File: config.mk
export PLATFORM = sky130hd
export DESIGN_NAME = mmio_gpio_ctrl
export DESIGN_NICKNAME = d
export VERILOG_FILES = /design/src/rtl/mmio_pkg.sv /design/src/rtl/switch_debouncer.sv /design/src/rtl/mmio_gpio_ctrl.sv
export SDC_FILE = /design/constraint.sdc
export NUM_CORES = 1
export LEC_CHECK = 0
export ABC_AREA = 1
export CAP_MARGIN = 20
export CORE_MARGIN = 5
export CORE_UTILIZATION = 41
export CTS_CLUSTER_DIAMETER = 60
export DETAILED_ROUTE_END_ITERATION = 10
export GPL_ROUTABILITY_DRIVEN = 0
export GPL_TIMING_DRIVEN = 0
export PLACE_DENSITY = 0.74
export SLEW_MARGIN = 20
export SYNTH_ARGS = -nofsm -noshare
export SYNTH_HDL_FRONTEND = slang
export SYNTH_SLANG_ARGS = --single-unit
File: constraint.sdc
create_clock -name clk -period 1.3 [get_ports clk]
set_input_delay 0.26 -clock clk [delete_from_list [all_inputs] [get_ports clk]]
set_output_delay 0.26 -clock clk [all_outputs]
set_load 0.1 [all_outputs]
File: src/rtl/mmio_pkg.sv
// GPIO peripheral register map shared by the top level and the bench.
// Byte offsets inside the 32-byte register window.
package mmio_pkg;

    localparam int WIN_BYTES = 32;
    localparam int WIN_AW    = $clog2(WIN_BYTES);

    localparam logic [WIN_AW-1:0] OFF_LED_DATA  = 5'h00;
    localparam logic [WIN_AW-1:0] OFF_SW_IN     = 5'h04;
    localparam logic [WIN_AW-1:0] OFF_LED_SET   = 5'h08;
    localparam logic [WIN_AW-1:0] OFF_LED_CLR   = 5'h0C;
    localparam logic [WIN_AW-1:0] OFF_LED_TGL   = 5'h10;
    localparam logic [WIN_AW-1:0] OFF_EDGE_STAT = 5'h14;
    localparam logic [WIN_AW-1:0] OFF_IRQ_EN    = 5'h18;
    localparam logic [WIN_AW-1:0] OFF_EDGE_MODE = 5'h1C;

endpackage

File: src/rtl/switch_debouncer.sv
// One switch bit: two-flop synchroniser, stability counter, accepted value.
// Ports: clk, reset_n, sw (raw pin) -> deb, rise_pulse, fall_pulse.
module switch_debouncer #(
    parameter int DEBOUNCE_CYCLES = 4
) (
    input  logic clk,
    input  logic reset_n,
    input  logic sw,
    output logic deb,
    output logic rise_pulse,
    output logic fall_pulse
);

    logic s1;
    logic sync;
    logic acc;

    always_ff @(posedge clk or negedge reset_n) begin
        if (!reset_n) begin
            s1   <= 1'b0;
            sync <= 1'b0;
        end else begin
            s1   <= sw;
            sync <= s1;
        end
    end

    generate
        if (DEBOUNCE_CYCLES == 0) begin : g_bypass
            assign acc = sync ^ deb;
        end else begin : g_cnt
            localparam int CW = $clog2(DEBOUNCE_CYCLES + 1);
            localparam logic [CW-1:0] LAST = CW'(DEBOUNCE_CYCLES - 1);
            logic [CW-1:0] cnt;

            // accept on the Nth consecutive cycle of disagreement
            assign acc = (sync ^ deb) && (cnt == LAST);

            always_ff @(posedge clk or negedge reset_n) begin
                if (!reset_n) begin
                    cnt <= '0;
                end else if (sync == deb || acc) begin
                    cnt <= '0;
                end else begin
                    cnt <= cnt + CW'(1);
                end
            end
        end
    endgenerate

    always_ff @(posedge clk or negedge reset_n) begin
        if (!reset_n) begin
            deb <= 1'b0;
        end else if (acc) begin
            deb <= sync;
        end
    end

    // pulses coincide with the edge on which deb changes
    assign rise_pulse = acc & sync;
    assign fall_pulse = acc & ~sync;

endmodule

File: src/rtl/mmio_gpio_ctrl.sv
// Memory-mapped GPIO: LED register with set/clr/tgl, debounced switches,
// sticky edge capture and irq. Ports: bus (addr/wdata/we/rdata), leds, switches, irq.
module mmio_gpio_ctrl
    import mmio_pkg::*;
#(
    parameter logic [31:0] BASE_ADDR       = 32'h4000_0000,
    parameter int          N_LEDS          = 10,
    parameter int          N_SW            = 10,
    parameter int          DEBOUNCE_CYCLES = 4
) (
    input  logic              clk,
    input  logic              reset_n,
    input  logic [31:0]       addr,
    input  logic [31:0]       wdata,
    input  logic              we,
    output logic [31:0]       rdata,
    output logic [N_LEDS-1:0] leds,
    input  logic [N_SW-1:0]   switches,
    output logic              irq
);

    logic [N_SW-1:0]   deb;
    logic [N_SW-1:0]   rise;
    logic [N_SW-1:0]   fall;
    logic [N_SW-1:0]   edge_stat;
    logic [N_SW-1:0]   irq_en;
    logic [N_SW-1:0]   edge_mode;
    logic [N_SW-1:0]   edge_set;
    logic [N_SW-1:0]   w1c_mask;
    logic [N_LEDS-1:0] wled;
    logic [N_SW-1:0]   wsw;
    logic [WIN_AW-1:0] off;
    logic              in_win;
    logic              wr;
    logic              unused_wdata;

    assign in_win = addr[31:WIN_AW] == BASE_ADDR[31:WIN_AW];
    // misaligned offsets match no register, so they read 0 and write nothing
    assign off    = addr[WIN_AW-1:0];
    assign wr     = we & in_win;
    assign wled   = wdata[N_LEDS-1:0];
    assign wsw    = wdata[N_SW-1:0];
    assign unused_wdata = ^wdata;

    for (genvar i = 0; i < N_SW; i++) begin : g_sw
        switch_debouncer #(
            .DEBOUNCE_CYCLES(DEBOUNCE_CYCLES)
        ) u_deb (
            .clk       (clk),
            .reset_n   (reset_n),
            .sw        (switches[i]),
            .deb       (deb[i]),
            .rise_pulse(rise[i]),
            .fall_pulse(fall[i])
        );
    end

    always_ff @(posedge clk or negedge reset_n) begin
        if (!reset_n) begin
            leds <= '0;
        end else if (wr) begin
            unique case (off)
                OFF_LED_DATA: leds <= wled;
                OFF_LED_SET:  leds <= leds | wled;
                OFF_LED_CLR:  leds <= leds & ~wled;
                OFF_LED_TGL:  leds <= leds ^ wled;
                default:      leds <= leds;
            endcase
        end
    end

    assign edge_set = rise | (fall & edge_mode);
    assign w1c_mask = (wr && off == OFF_EDGE_STAT) ? wsw : '0;

    // a new edge overrides a simultaneous W1C of the same bit
    always_ff @(posedge clk or negedge reset_n) begin
        if (!reset_n) begin
            edge_stat <= '0;
            irq_en    <= '0;
            edge_mode <= '0;
        end else begin
            edge_stat <= (edge_stat & ~w1c_mask) | edge_set;
            if (wr && off == OFF_IRQ_EN) begin
                irq_en <= wsw;
            end
            if (wr && off == OFF_EDGE_MODE) begin
                edge_mode <= wsw;
            end
        end
    end

    always_comb begin
        rdata = '0;
        if (in_win) begin
            unique case (off)
                OFF_LED_DATA:  rdata[N_LEDS-1:0] = leds;
                OFF_SW_IN:     rdata[N_SW-1:0]   = deb;
                OFF_EDGE_STAT: rdata[N_SW-1:0]   = edge_stat;
                OFF_IRQ_EN:    rdata[N_SW-1:0]   = irq_en;
                OFF_EDGE_MODE: rdata[N_SW-1:0]   = edge_mode;
                default:       rdata = '0;
            endcase
        end
    end

    assign irq = |(edge_stat & irq_en);

endmodule

# After elaboration in Yosys (flattened, before gate mapping)
# Index checks and enable logic that the tools add are counted.
dict set report word_totals {
  register_bits 100
  inputBits 77
  output_inout_bits 43
  wordCells 174
}
dict set report classes {
  addsub 10
  eq_ne 28
  muxes 14
  n_bitwise 51
  reduce_logical 27
}
# cell n
set ops {}
lappend ops {{$pmux 10 s5} 1}
lappend ops {{$and 10x10->10} 4}
lappend ops {{$pmux 10 s4} 1}
lappend ops {{$add 3x1->3 const B} 10}
lappend ops {{$eq 3x2->1 const B} 10}
lappend ops {{$mux 3} 10}
lappend ops {{$or 10x10->10} 3}
lappend ops {{$eq 27x26->1 const B} 1}
lappend ops {{$and 1x1->1} 21}
lappend ops {{$eq 5x5->1 const B} 4}
lappend ops {{$mux 10} 2}
lappend ops {{$not 10->10} 2}
lappend ops {{$logic_and 1x1->1} 13}
lappend ops {{$eq 1x1->1} 10}
lappend ops {{$eq 5x4->1 const B} 2}
lappend ops {{$logic_or 1x1->1} 10}
lappend ops {{$not 1->1} 10}
lappend ops {{$reduce_or 10->1} 1}
lappend ops {{$xor 1x1->1} 10}
lappend ops {{$xor 10x10->10} 1}
lappend ops {{$eq 5x3->1 const B} 1}
lappend ops {{$logic_not 5->1} 1}
lappend ops {{$reduce_bool 4->1} 1}
lappend ops {{$reduce_and 2->1} 1}

# Logic depth before layout (Yosys ltp)
dict set report depth {
  depth_word 7
  mapped_depth 9
  depth_no_buf 9
}

# Modules after synthesis
# A second synthesis with hierarchy kept.
dict set report hier_totals {
  cells_unflattened 716
  area_unflattened_um2 5684.2
}
# module instances cells_each area_each_um2 seq_area_each_um2
set by_module_without_submodules {}
lappend by_module_without_submodules {mmio_gpio_ctrl 1 458 3148.0 1001.0}
lappend by_module_without_submodules {{switch_debouncer (g_sw[1].u_deb ...)} 9 26 255.2 150.1}
lappend by_module_without_submodules {{switch_debouncer (g_sw[0].u_deb)} 1 24 239.0 150.1}

# Worst setup path after synthesis
# OpenSTA, ideal clock, no wires.
dict set report synth_path {
  path_type {register to output}
  startpoint {register leds[8]}
  endpoint {output rdata[8]}
  arrival_ns 2.604
  required_ns 1.040
  slack_ns -1.564
  stages_incl_launch_ff 5
  path_buffers 0
  path_cell_list {dfrtp_1 inv_1 nor3_1 nor3_1 nor2_1}
}
dict set report synth_between {
  elab_chain_cells 2
}
# element line
set synth_rtl {}
lappend synth_rtl {{from (decl)} mmio_gpio_ctrl.sv:17} ;# output logic [N_LEDS-1:0] leds,
lappend synth_rtl {{from (signal assigned)} mmio_gpio_ctrl.sv:63} ;# OFF_LED_DATA: leds <= wled;
lappend synth_rtl {{from (signal assigned)} mmio_gpio_ctrl.sv:64} ;# OFF_LED_SET: leds <= leds | wled;
lappend synth_rtl {{from (signal assigned)} mmio_gpio_ctrl.sv:65} ;# OFF_LED_CLR: leds <= leds & ~wled;
lappend synth_rtl {{$pmux 10 s5} mmio_gpio_ctrl.sv:95} ;# unique case (off)
lappend synth_rtl {{$mux 10} mmio_gpio_ctrl.sv:94} ;# if (in_win) begin
lappend synth_rtl {{to (decl)} mmio_gpio_ctrl.sv:16} ;# output logic [31:0] rdata,
# Every way passes these cells.

# Worst setup path after layout
dict set report layout_path {
  startpoint {register edge_stat[1]}
  endpoint {output irq}
}
dict set report layout_between {
  elab_chain_cells 2
}
# element line
set layout_rtl {}
lappend layout_rtl {{from (decl)} mmio_gpio_ctrl.sv:25} ;# logic [N_SW-1:0] edge_stat;
lappend layout_rtl {{from (signal assigned)} mmio_gpio_ctrl.sv:82} ;# edge_stat <= (edge_stat & ~w1c_mask) | edge_set;
lappend layout_rtl {{$and 10x10->10} mmio_gpio_ctrl.sv:106} ;# assign irq = |(edge_stat & irq_en);
lappend layout_rtl {{$reduce_or 10->1} mmio_gpio_ctrl.sv:106}
lappend layout_rtl {{to (decl)} mmio_gpio_ctrl.sv:19} ;# output logic irq
# Every way passes these cells.

==> impl_metrics.csv <==
group,metric,value,unit
outcome,status,"complete, but fails checks",
outcome,failed_checks,"negative setup slack",
layout,final_cell_mix,"103 x nand2_1, 90 x dfrtp_1, 53 x nor2_1",
power_and_ir_drop,p_total,9.08,mW
layout,fillCellCount,959,
route,wl,17.7,mm
setup_path,critPathSlowestCell,"dfrtp_1",
cts,root_buffer,"clkbuf_16",
setup_path,cp-start-kind,"flop",
power_and_ir_drop,p_sw,2.90,mW
sta,finalSetupViolCount,60,
setup_path,path_max_fanout,2,
route,routed-via-count,5242,
sta,relSlewSlack,63.0,%
grt,grt.overflow.total,0,
yosys,synthXorXnorAreaFrac,1.63,%
grt,grt_pass1_vias,5018,
yosys,synth_top_family_by_area,"simple AND/OR/NAND/NOR gates",
layout,multi_input_area,0.00319,sq mm
setup_path,regToRegSetupSlack,-0.24,ns
layout,drive_gt1_share,43.9,%
setup_path,crit_buf_inv,1,
grt,grt_max_degree,61,
setup_path,crit_chain,"nand2_2 -> nand2_2 -> a221oi_2 -> nand4_1 -> buf_8",
layout,diodes,0,
yosys,synth_compound_area_share,5.46,%
layout,design_area,0.00825,sq mm
cts,cts_sinks,100,
yosys,mappedNetlistArea,0.00537,sq mm
power_and_ir_drop,ir_worst_vdd,835,uV
grt,grt_pass1_wl,25.4,mm
setup_path,path_delay_family,"simple AND/OR/NAND/NOR gates",
sta,whs,0.341,ns
route,via_per_inst,5.40,
sta,hold_violations,0,
cts,htree_levels,3,
power_and_ir_drop,p_seq_share,42.6,%
route,drc,0,
yosys,yosysSeqAreaShare,46.6,%
floorplanning,io_pins,120,
place,place_ws,-2.09,ns
floorplanning,die_h,124,um
sta,fmax,527,MHz
power_and_ir_drop,cellLeakagePower,3.77,nW
sta,setup_ws,-0.599,ns
setup_path,reg2reg_depth,9,
yosys,synthMuxAreaShare,0.210,%
flow_run,cap_violations,0,
sta,tightest_slew,0.553,ns
worst_hold_path,whs_path_depth,1,
cts,cts_tree,"done",
yosys,synth_fa_ha_area_share,9.33,%
layout,mostFrequentLayoutCell,"nand2_1",
floorplanning,die_w,124,um
grt,antenna_found_initial,0,
route,drt_iter0_drc,545,
route,drtAntennaViolNets,0,
setup_path,worstPathRequired,1.04,ns
yosys,avgSynthCellArea,8.48,sq um
route,drt_pass1_iterations,7,
yosys,yosysWarnings,0,
place,dpl.hpwl,9.88,mm
place,port_buffers,74,
place,place_area,0.00669,sq mm
yosys,synth_cells,633,
floorplanning,initial_core_util,42.2,%
floorplanning,fp.coreArea,0.0127,sq mm
sta,fin_skew,0.0119,ns
yosys,yosys.area_share.simple,27.5,%
floorplanning,num_rows,41,
worst_hold_path,hp-class,"in2reg",
power_and_ir_drop,p_per_area,1100,mW/mm^2
setup_path,max_stage_delay,0.39,ns
sta,finalCritPeriodShare,146,%
cts,cts_buffers,9,
layout,syn_to_final_growth,53.8,%
setup_path,crit_arrival,1.64,ns
sta,final-max-slew-violation-count,0,
layout,nNetsFinal,910,
setup_path,critPathKind,"reg2out",
sta,rsz0062_at_grt,"yes",
cts,insertion_delay,0.36,ns
cts,cts_max_path_buffers,2,
power_and_ir_drop,sw_frac_of_total,32.0,%
route,avgRoutedWirePerCell,18.3,um
cts,path_clk_slew,0.07,ns
sta,min_period,1.90,ns
layout,seqCellArea,0.00254,sq mm
floorplanning,dieArea,0.0155,sq mm
yosys,post_synth_num_cell_types,28,
yosys,synth_seq_cells,100,
power_and_ir_drop,clkPwrFrac,30.6,%
grt,grt.total_usage,20.5,%
setup_path,cp.depth,5,
power_and_ir_drop,p_comb_share,26.8,%
setup_path,critical_path.endpoint_type,"primary output",
setup_path,cpMostUsedCell,"nand2_2",
power_and_ir_drop,cellInternalPower,6.17,mW
==> cell type report <==
class / instances / area share, %
Sequential cell: 100 / 30.8
Clock inverter: 7 / 1.02
Timing Repair inverter: 1 / 0.0910
Buffer: 41 / 3.97
Timing Repair Buffer: 125 / 17.4
Multi-Input combinational cell: 457 / 38.6
Clock buffer: 9 / 2.73
Tap cell: 172 / 2.61
Inverter: 58 / 2.76
==> stage by stage <==
stage	TNS, ns	util, %	cells
2_1_floorplan	-6.35	-	654
3_3_place_gp	-424.49	52.3	900
3_5_place_dp	-51.81	52.5	901
4_1_cts	-5.87	60.9	946
5_1_grt	-23.97	64.9	970
6_report	-21.94	64.9	970
==> cell families after synthesis <==
group	Yosys count
simple gates	330
flops	100
buf+inv	99
compound gates	52
fa+ha+maj	40
xor+xnor	10
other cells	1
mux	1
==> worst register-to-register path, delay by kind of cell, from the launching register on <==
kind	cells	cell delay, ns
buffers and inverters	2	0.22
adders and majority gates	1	0.19
DFF	1	0.51
and+or+nand+nor	6	0.53
==> timing repair <==
action / 4_1_cts / 5_1_grt
resized for setup: 389 / 104
setup endpoints to repair: 68 / 89
hold buffers: 1 / 0
buffers inserted: 24 / 21
gates cloned: 5 / 3
endpoints found under the hold margin: 40 / 0
pin swaps: 58 / 25
==> power groups by stage <==
stage               Combinational [mW]  Sequential, mW  Clock [mW]
global route                      2.76            3.92        2.94
finish                            2.43            3.87        2.77
detailed placement                2.05            3.93           0
global placement                  1.93            3.89           0
floorplan                         1.52            3.86           0
CTS                               2.14            3.87        2.82
==> synth_stat cells <==
master,n,area (sq um)
ha_1,40,500
inv_1,56,210
o21ai_1,20,100
nor3_1,3,15.0
buf_6,2,22.5
o21ai_0,22,110
mux2_2,1,11.3
nand3_1,33,165
nand2_2,3,18.8
nor2_4,3,33.8
nor3b_4,1,18.8
inv_2,2,7.51
dfrtp_1,100,2500
a221oi_1,2,17.5
o211ai_1,4,30.0
conb_1,1,3.75
xnor2_1,10,87.6
o2bb2ai_1,4,35.0
nand4_1,31,194
or2_2,17,106
clkbuf_1,1,3.75
nor3b_1,1,7.51
nand3_2,3,30.0
buf_4,24,180
buf_2,14,70.1
nor2_2,1,6.26
nand2_1,147,552
nor2_1,87,327
==> routing by layer <==
| metal | wire length, um | track usage [%] | vias up |
|---|---|---|---|
| li1 | - | - | 2336 |
| met1 | 6230 | 23.6 | 2444 |
| met2 | 8430 | 35.0 | 331 |
| met3 | 1810 | 5.87 | 131 |
| met4 | 1260 | 9.54 | 0 |
| met5 | 0 | 0 | - |
==> final timing paths <==
| check | start | end |
|---|---|---|
| worst max register to register | leds[9] | leds[9] |
| min in group asynchronous | reset_n | edge_mode[0] |
| max in group asynchronous | reset_n | leds[9] |
| worst min-delay path | switches[5] | g_sw[5].u_deb.s1 |
| worst min register to register | g_sw[5].u_deb.s1 | g_sw[5].u_deb.sync |
| worst max-delay path | edge_stat[1] | irq |
==> sequential cells by signal, summed over array words and instances (netlist names) <==
name	cells
edge_mode	10
edge_stat	10
g_sw.u_deb.deb	10
g_sw.u_deb.g_cnt.cnt	30
g_sw.u_deb.s1	10
g_sw.u_deb.sync	10
irq_en	10
leds	10
Note: power is estimated with default switching activity, not from simulation.
